`src/rtl/cordic_pkg.sv`:
```
// Shared constants, arctangent table and Q2.14 helpers for the iterative CORDIC datapath.
package cordic_pkg;

  localparam int W     = 16;
  localparam int N_ITR = 16;
  localparam int GW    = 2;
  localparam int IW    = W + GW;
  localparam int ITR_W = $clog2(N_ITR);

  localparam logic signed [W-1:0] CORDIC_INV_K = 16'sd9949;

  // round(atan(2^-i) * 2^14), ties away from zero
  localparam logic signed [W-1:0] ATAN [N_ITR] = '{
    16'sd12868, 16'sd7596, 16'sd4014, 16'sd2037, 16'sd1023, 16'sd512, 16'sd256, 16'sd128,
    16'sd64,    16'sd32,   16'sd16,   16'sd8,    16'sd4,    16'sd2,   16'sd1,   16'sd1
  };

  function automatic logic signed [IW-1:0] sext(input logic signed [W-1:0] v);
    return {{GW{v[W-1]}}, v};
  endfunction

  // Clamp an internal value into the signed W-bit output range.
  function automatic logic signed [W-1:0] sat(input logic signed [IW-1:0] v);
    if (!v[IW-1] && (|v[IW-2:W-1]))       return {1'b0, {(W-1){1'b1}}};
    else if (v[IW-1] && !(&v[IW-2:W-1]))  return {1'b1, {(W-1){1'b0}}};
    else                                  return v[W-1:0];
  endfunction

endpackage

```
`src/rtl/cordic_atan_rom.sv`:
```
// Combinational arctangent lookup: iteration index -> ATAN[i] in Q2.14 radians.
module cordic_atan_rom
  import cordic_pkg::*;
(
  input  logic [ITR_W-1:0]    idx,
  output logic signed [W-1:0] atan
);

  assign atan = ATAN[idx];

endmodule

```
`src/rtl/cordic_dp.sv`:
```
// Rotation-mode CORDIC datapath: one micro-rotation per ld, result captured on fin.
module cordic_dp
  import cordic_pkg::*;
(
  input  logic                clk,
  input  logic                rst,
  input  logic                init,
  input  logic                ld,
  input  logic                fin,
  input  logic [W-1:0]        x_in,
  input  logic [W-1:0]        y_in,
  input  logic [W-1:0]        z_in,
  output logic [ITR_W-1:0]    itr,
  output logic [W-1:0]        x_out,
  output logic [W-1:0]        y_out,
  output logic [W-1:0]        z_out,
  output logic                rdy
);

  logic signed [IW-1:0] x_q, x_d, y_q, y_d;
  logic signed [W-1:0]  z_q, z_d;
  logic [ITR_W-1:0]     itr_q, itr_d;
  logic signed [W-1:0]  x_out_q, x_out_d, y_out_q, y_out_d, z_out_q, z_out_d;
  logic                 rdy_q, rdy_d;

  logic signed [W-1:0]  atan_val;
  logic signed [IW-1:0] x_sh, y_sh;

  cordic_atan_rom u_atan_rom (
    .idx  (itr_q),
    .atan (atan_val)
  );

  assign x_sh = x_q >>> itr_q;
  assign y_sh = y_q >>> itr_q;

  always_comb begin
    // NOTE: every signal gets its hold value first so no path leaves it unassigned (no latch).
    x_d     = x_q;
    y_d     = y_q;
    z_d     = z_q;
    itr_d   = itr_q;
    x_out_d = x_out_q;
    y_out_d = y_out_q;
    z_out_d = z_out_q;
    rdy_d   = rdy_q;

    if (init) begin
      x_d   = sext(x_in);
      y_d   = sext(y_in);
      z_d   = z_in;
      itr_d = '0;
      rdy_d = 1'b0;
    end else begin
      if (ld) begin
        if (!z_q[W-1]) begin
          x_d = x_q - y_sh;
          y_d = y_q + x_sh;
          z_d = z_q - atan_val;
        end else begin
          x_d = x_q + y_sh;
          y_d = y_q - x_sh;
          z_d = z_q + atan_val;
        end
        itr_d = itr_q + ITR_W'(1);
      end
      if (fin) begin
        x_out_d = sat(x_q);
        y_out_d = sat(y_q);
        z_out_d = z_q;
        rdy_d   = 1'b1;
      end
    end
  end

  always_ff @(posedge clk) begin
    if (rst) begin
      x_q     <= '0;
      y_q     <= '0;
      z_q     <= '0;
      itr_q   <= '0;
      x_out_q <= '0;
      y_out_q <= '0;
      z_out_q <= '0;
      rdy_q   <= 1'b0;
    end else begin
      // NOTE: non-blocking so every register updates from pre-edge values simultaneously.
      x_q     <= x_d;
      y_q     <= y_d;
      z_q     <= z_d;
      itr_q   <= itr_d;
      x_out_q <= x_out_d;
      y_out_q <= y_out_d;
      z_out_q <= z_out_d;
      rdy_q   <= rdy_d;
    end
  end

  assign itr   = itr_q;
  assign x_out = x_out_q;
  assign y_out = y_out_q;
  assign z_out = z_out_q;
  assign rdy   = rdy_q;

endmodule

```
`config.mk`:
```
export PLATFORM = sky130hd
export DESIGN_NAME = cordic_dp
export DESIGN_NICKNAME = d
export VERILOG_FILES = /design/src/rtl/cordic_pkg.sv /design/src/rtl/cordic_atan_rom.sv /design/src/rtl/cordic_dp.sv
export SDC_FILE = /design/constraint.sdc
export NUM_CORES = 1
export LEC_CHECK = 0
export CAP_MARGIN = 20
export CORE_MARGIN = 3
export CORE_UTILIZATION = 60
export DETAILED_ROUTE_END_ITERATION = 10
export PLACE_DENSITY = 0.84
export SETUP_SLACK_MARGIN = 0.05
export SLEW_MARGIN = 5
export SYNTH_ARGS = -nofsm -noshare
export SYNTH_HDL_FRONTEND = slang
export SYNTH_HIERARCHICAL = 1
export SYNTH_SLANG_ARGS = --single-unit
```
`constraint.sdc`:
```
create_clock -name clk -period 13.08 [get_ports clk]
set_clock_uncertainty 0.1 [all_clocks]
set_input_delay 3.924 -clock clk [delete_from_list [all_inputs] [get_ports clk]]
set_output_delay 3.924 -clock clk [all_outputs]
set_load 0.05 [all_outputs]
```
==> run_results.csv <==
group,metric,value,unit
placement,place_ws,6380,ps
cts,cts_hold_buffers,0,
layout,layout.cells.non_filler,1487,
placement,gp_congestion,0.973,
routing,drc,0,
yosys,synth_area_per_cell,7.79,um^2
yosys,synthArstFlopShare,0,
cts,post_cts_buffers,0,
worst_setup_path,cp-endpoint,"y_out[13]$_SDFFE_PP0P_",
timing,fin_crit,6060,ps
yosys,synth_edf_count,0,
cts,cts_max_path_buffers,2,
yosys,ys_warn_count,6,
worst_setup_path,r2r_setup_slack,7040,ps
yosys,yosys_most_used_dff,"dfxtp_1",
yosys,ys_types,74,
yosys,syn_area,9590,um^2
layout,syn_to_final_growth,13.4,%
yosys,ys_ff_latch,105,
routing,drtPass1Iterations,6,
worst_setup_path,end_kind,"register",
timing,fmax,165,MHz
routing,viasPerCell,6.26,
routing,wl_per_cell,17.7,um
worst_setup_path,required,13180,ps
worst_setup_path,crit_arrival,6170,ps
floorplanning,pin_count,106,
worst_setup_path,cp_slowest_cell,"clkinv_1",
power_and_ir_drop,power,0.00142,W
worst_setup_path,r2r_cells,18,
worst_setup_path,cp-start-kind,"primary input",
worst_setup_path,cp.depth,7,
cts,cts_buffers,9,
worst_setup_path,r2r_start,"itr[1]$_SDFFE_PP0P_",
yosys,ys_seq_area_frac,0.219,
timing,drv_slew,0,
placement,dpl.cell_count,1470,
routing,wirelength,26.4,mm
power_and_ir_drop,p_leak,4.19,nW
worst_setup_path,worstSetupPathType,"primary input to register",
global_routing,grt-ovfl-total,0,
routing,vias,9310,
worst_setup_path,path_cells,"buf_2, clkinv_1, nand2_1, buf_4, a21oi_1, o21ai_0, a21oi_1",
status,run_status,"completed",
floorplanning,coreArea,15400,um^2
layout,drive_above_1_share,0.0713,
global_routing,grt_pass1_wl,43.1,mm
placement,post-dp-hpwl,18.6,mm
floorplanning,die_area,17500,um^2
cts,cts.reportedPaths.clkPinSlew,70,ps
global_routing,first_global_vias,8636,
timing,worst_slew_pin_slew,1140,ps
worst_setup_path,regToRegEndpoint,"y_q[17]$_SDFFE_PP0P_",
floorplanning,initial_core_util,0.622,
worst_setup_path,max_stage_delay,670,ps
cts,post_cts_resized,0,
global_routing,antenna_found_initial,0,
worst_setup_path,crit_fanout,50,
worst_hold_path,min_path_type,"register to register",
floorplanning,die_x,132,um
floorplanning,num_rows,45,
global_routing,grt_use_total,0.296,
layout,nNetsFinal,1389,
cts,tritoncts,"done",
global_routing,grt_max_degree,97,
worst_setup_path,startpoint,"init",
timing,setup_viol,0,
timing,slew-limit-headroom,0.237,
worst_setup_path,cpMostUsedCell,"a21oi_1",
cts,cts_root_buf,"clkbuf_16",
cts,cts.sink_count,105,
cts,cts_htree_levels,3,
yosys,yosysMostFrequentCell,"a21oi_1",
cts,insertion_delay,370,ps
yosys,synth_area_leaders,"dfxtp_1, a21oi_1, ha_1",
routing,antenna_left,0,
timing,fin_ws,7020,ps
timing,period_share,0.464,
layout,diodes,0,
yosys,synth_top_area_frac,0.219,
floorplanning,dieHeight,132,um
worst_hold_path,hold_path_depth,2,
yosys,synthTopCellsByCount,"a21oi_1, nand2_1, nor2_1",
timing,finalSetupTns,0,ps
yosys,postSynthCellCount,1231,
timing,hold_viol,0,
worst_setup_path,path_buf_inv,3,
placement,port-buffer-count,105,
job,maxCapViolations,0,
worst_setup_path,cp_top_family,"buffers and inverters",
routing,drt_iter0_drc,927,
power_and_ir_drop,p_per_area,131,nW/um^2
timing,rsz0062_at_grt,"no",
yosys,synth_top_cell_by_area,"dfxtp_1",
power_and_ir_drop,max-vdd-ir-drop,0.0778,mV
==> power by group <==
group          total (W)  switching (W)  leakage (nW)  internal, W
Sequential      0.000408      0.0000567         0.865     0.000351
Clock           0.000264       0.000133         0.128     0.000131
Combinational   0.000749       0.000416          3.20     0.000332
Total            0.00142       0.000606          4.19     0.000815
==> per-layer routing <==
| layer | vias to the layer above | global-route usage | wire [um] |
|---|---|---|---|
| met5 | - | 0 | 0 |
| met1 | 4385 | 0.407 | 11600 |
| met4 | 0 | 0.0878 | 631 |
| li1 | 4528 | - | - |
| met3 | 50 | 0.0593 | 1940 |
| met2 | 347 | 0.473 | 12200 |
==> worst register-to-register path: stages, from the launching register on <==
cell       delay [ps]
dfxtp_2           340
buf_4             630
mux4_1            740
mux2i_2           320
o221ai_1          300
a2111oi_4         320
nand4_2           220
nor3_4            310
a21oi_1           110
mux4_2            470
a31oi_1           250
ha_1              330
a21oi_1           260
a21boi_0          170
a2111oi_0         420
nor3_1            150
a31oi_1           220
nand3b_1          140
o221ai_1          100
==> state kept, by name, indices dropped and copies added (netlist names) <==
register and flops:
z_q 16, x_out 16, rdy 1, itr 4, z_out 16, y_out 16, y_q 18, x_q 18
==> worst min-delay path by stage <==
| stage | start | to | slack (ps) |
|---|---|---|---|
| 2_1_floorplan | z_q[14]$_SDFFE_PP0P_ | z_out[14]$_SDFFE_PP0P_ | 340 |
| 3_3_place_gp | x_out[0]$_SDFFE_PP0P_ | x_out[0]$_SDFFE_PP0P_ | 340 |
| 3_5_place_dp | x_out[4]$_SDFFE_PP0P_ | x_out[4]$_SDFFE_PP0P_ | 340 |
| 4_1_cts | y_out[10]$_SDFFE_PP0P_ | y_out[10]$_SDFFE_PP0P_ | 350 |
| 5_1_grt | y_out[11]$_SDFFE_PP0P_ | y_out[11]$_SDFFE_PP0P_ | 370 |
| 6_report | y_out[11]$_SDFFE_PP0P_ | y_out[11]$_SDFFE_PP0P_ | 350 |
==> layout make-up <==
type	instances	area (um^2)
multi-input cells	1001	6960
fillers	1345	4550
flip-flops and latches	105	2110
repair buffers	115	1130
well taps	211	264
clock buffers	11	233
inverters	39	146
clock inverters	5	40.0
==> per-stage QoR <==
| step | util | cell area [um^2] | hold WS, ps |
|---|---|---|---|
| 2_1_floorplan | - | 9600 | 344 |
| 3_3_place_gp | 0.685 | 10600 | 339 |
| 3_5_place_dp | 0.685 | 10600 | 344 |
| 4_1_cts | 0.703 | 10800 | 354 |
| 5_1_grt | 0.705 | 10900 | 367 |
| 6_report | 0.705 | 10900 | 351 |
==> cell usage in the layout, fill, tap and decap left out, types with 11 or more instances in the layout <==
cell type,Yosys,routed
nand2_1,136,136
a21oi_1,172,172
clkdlybuf4s50_1,0,102
nor2_1,126,126
o21a_1,11,11
inv_1,35,35
nand3_1,12,12
mux2i_1,41,41
xor2_1,34,34
mux4_2,31,31
nor2b_1,15,14
o21ai_0,72,72
a31oi_1,20,20
dfxtp_1,105,101
a21o_1,16,16
nor3_1,34,34
mux2_2,13,13
xnor2_1,55,55
a211oi_1,23,23
ha_1,62,62
==> cells by family after synthesis <==
family	count (synthesis)	share of synthesized area
xor gates and xnor gates	89	0.0812
AOI/OAI and AO/OA	382	0.239
other	1	0.000391
DFF	105	0.219
and+or+nand+nor	373	0.174
muxes	90	0.142
adders and majority gates	65	0.0871
buffers and inverters	126	0.0566
No activity file was read; power rests on OpenSTA's default activity.
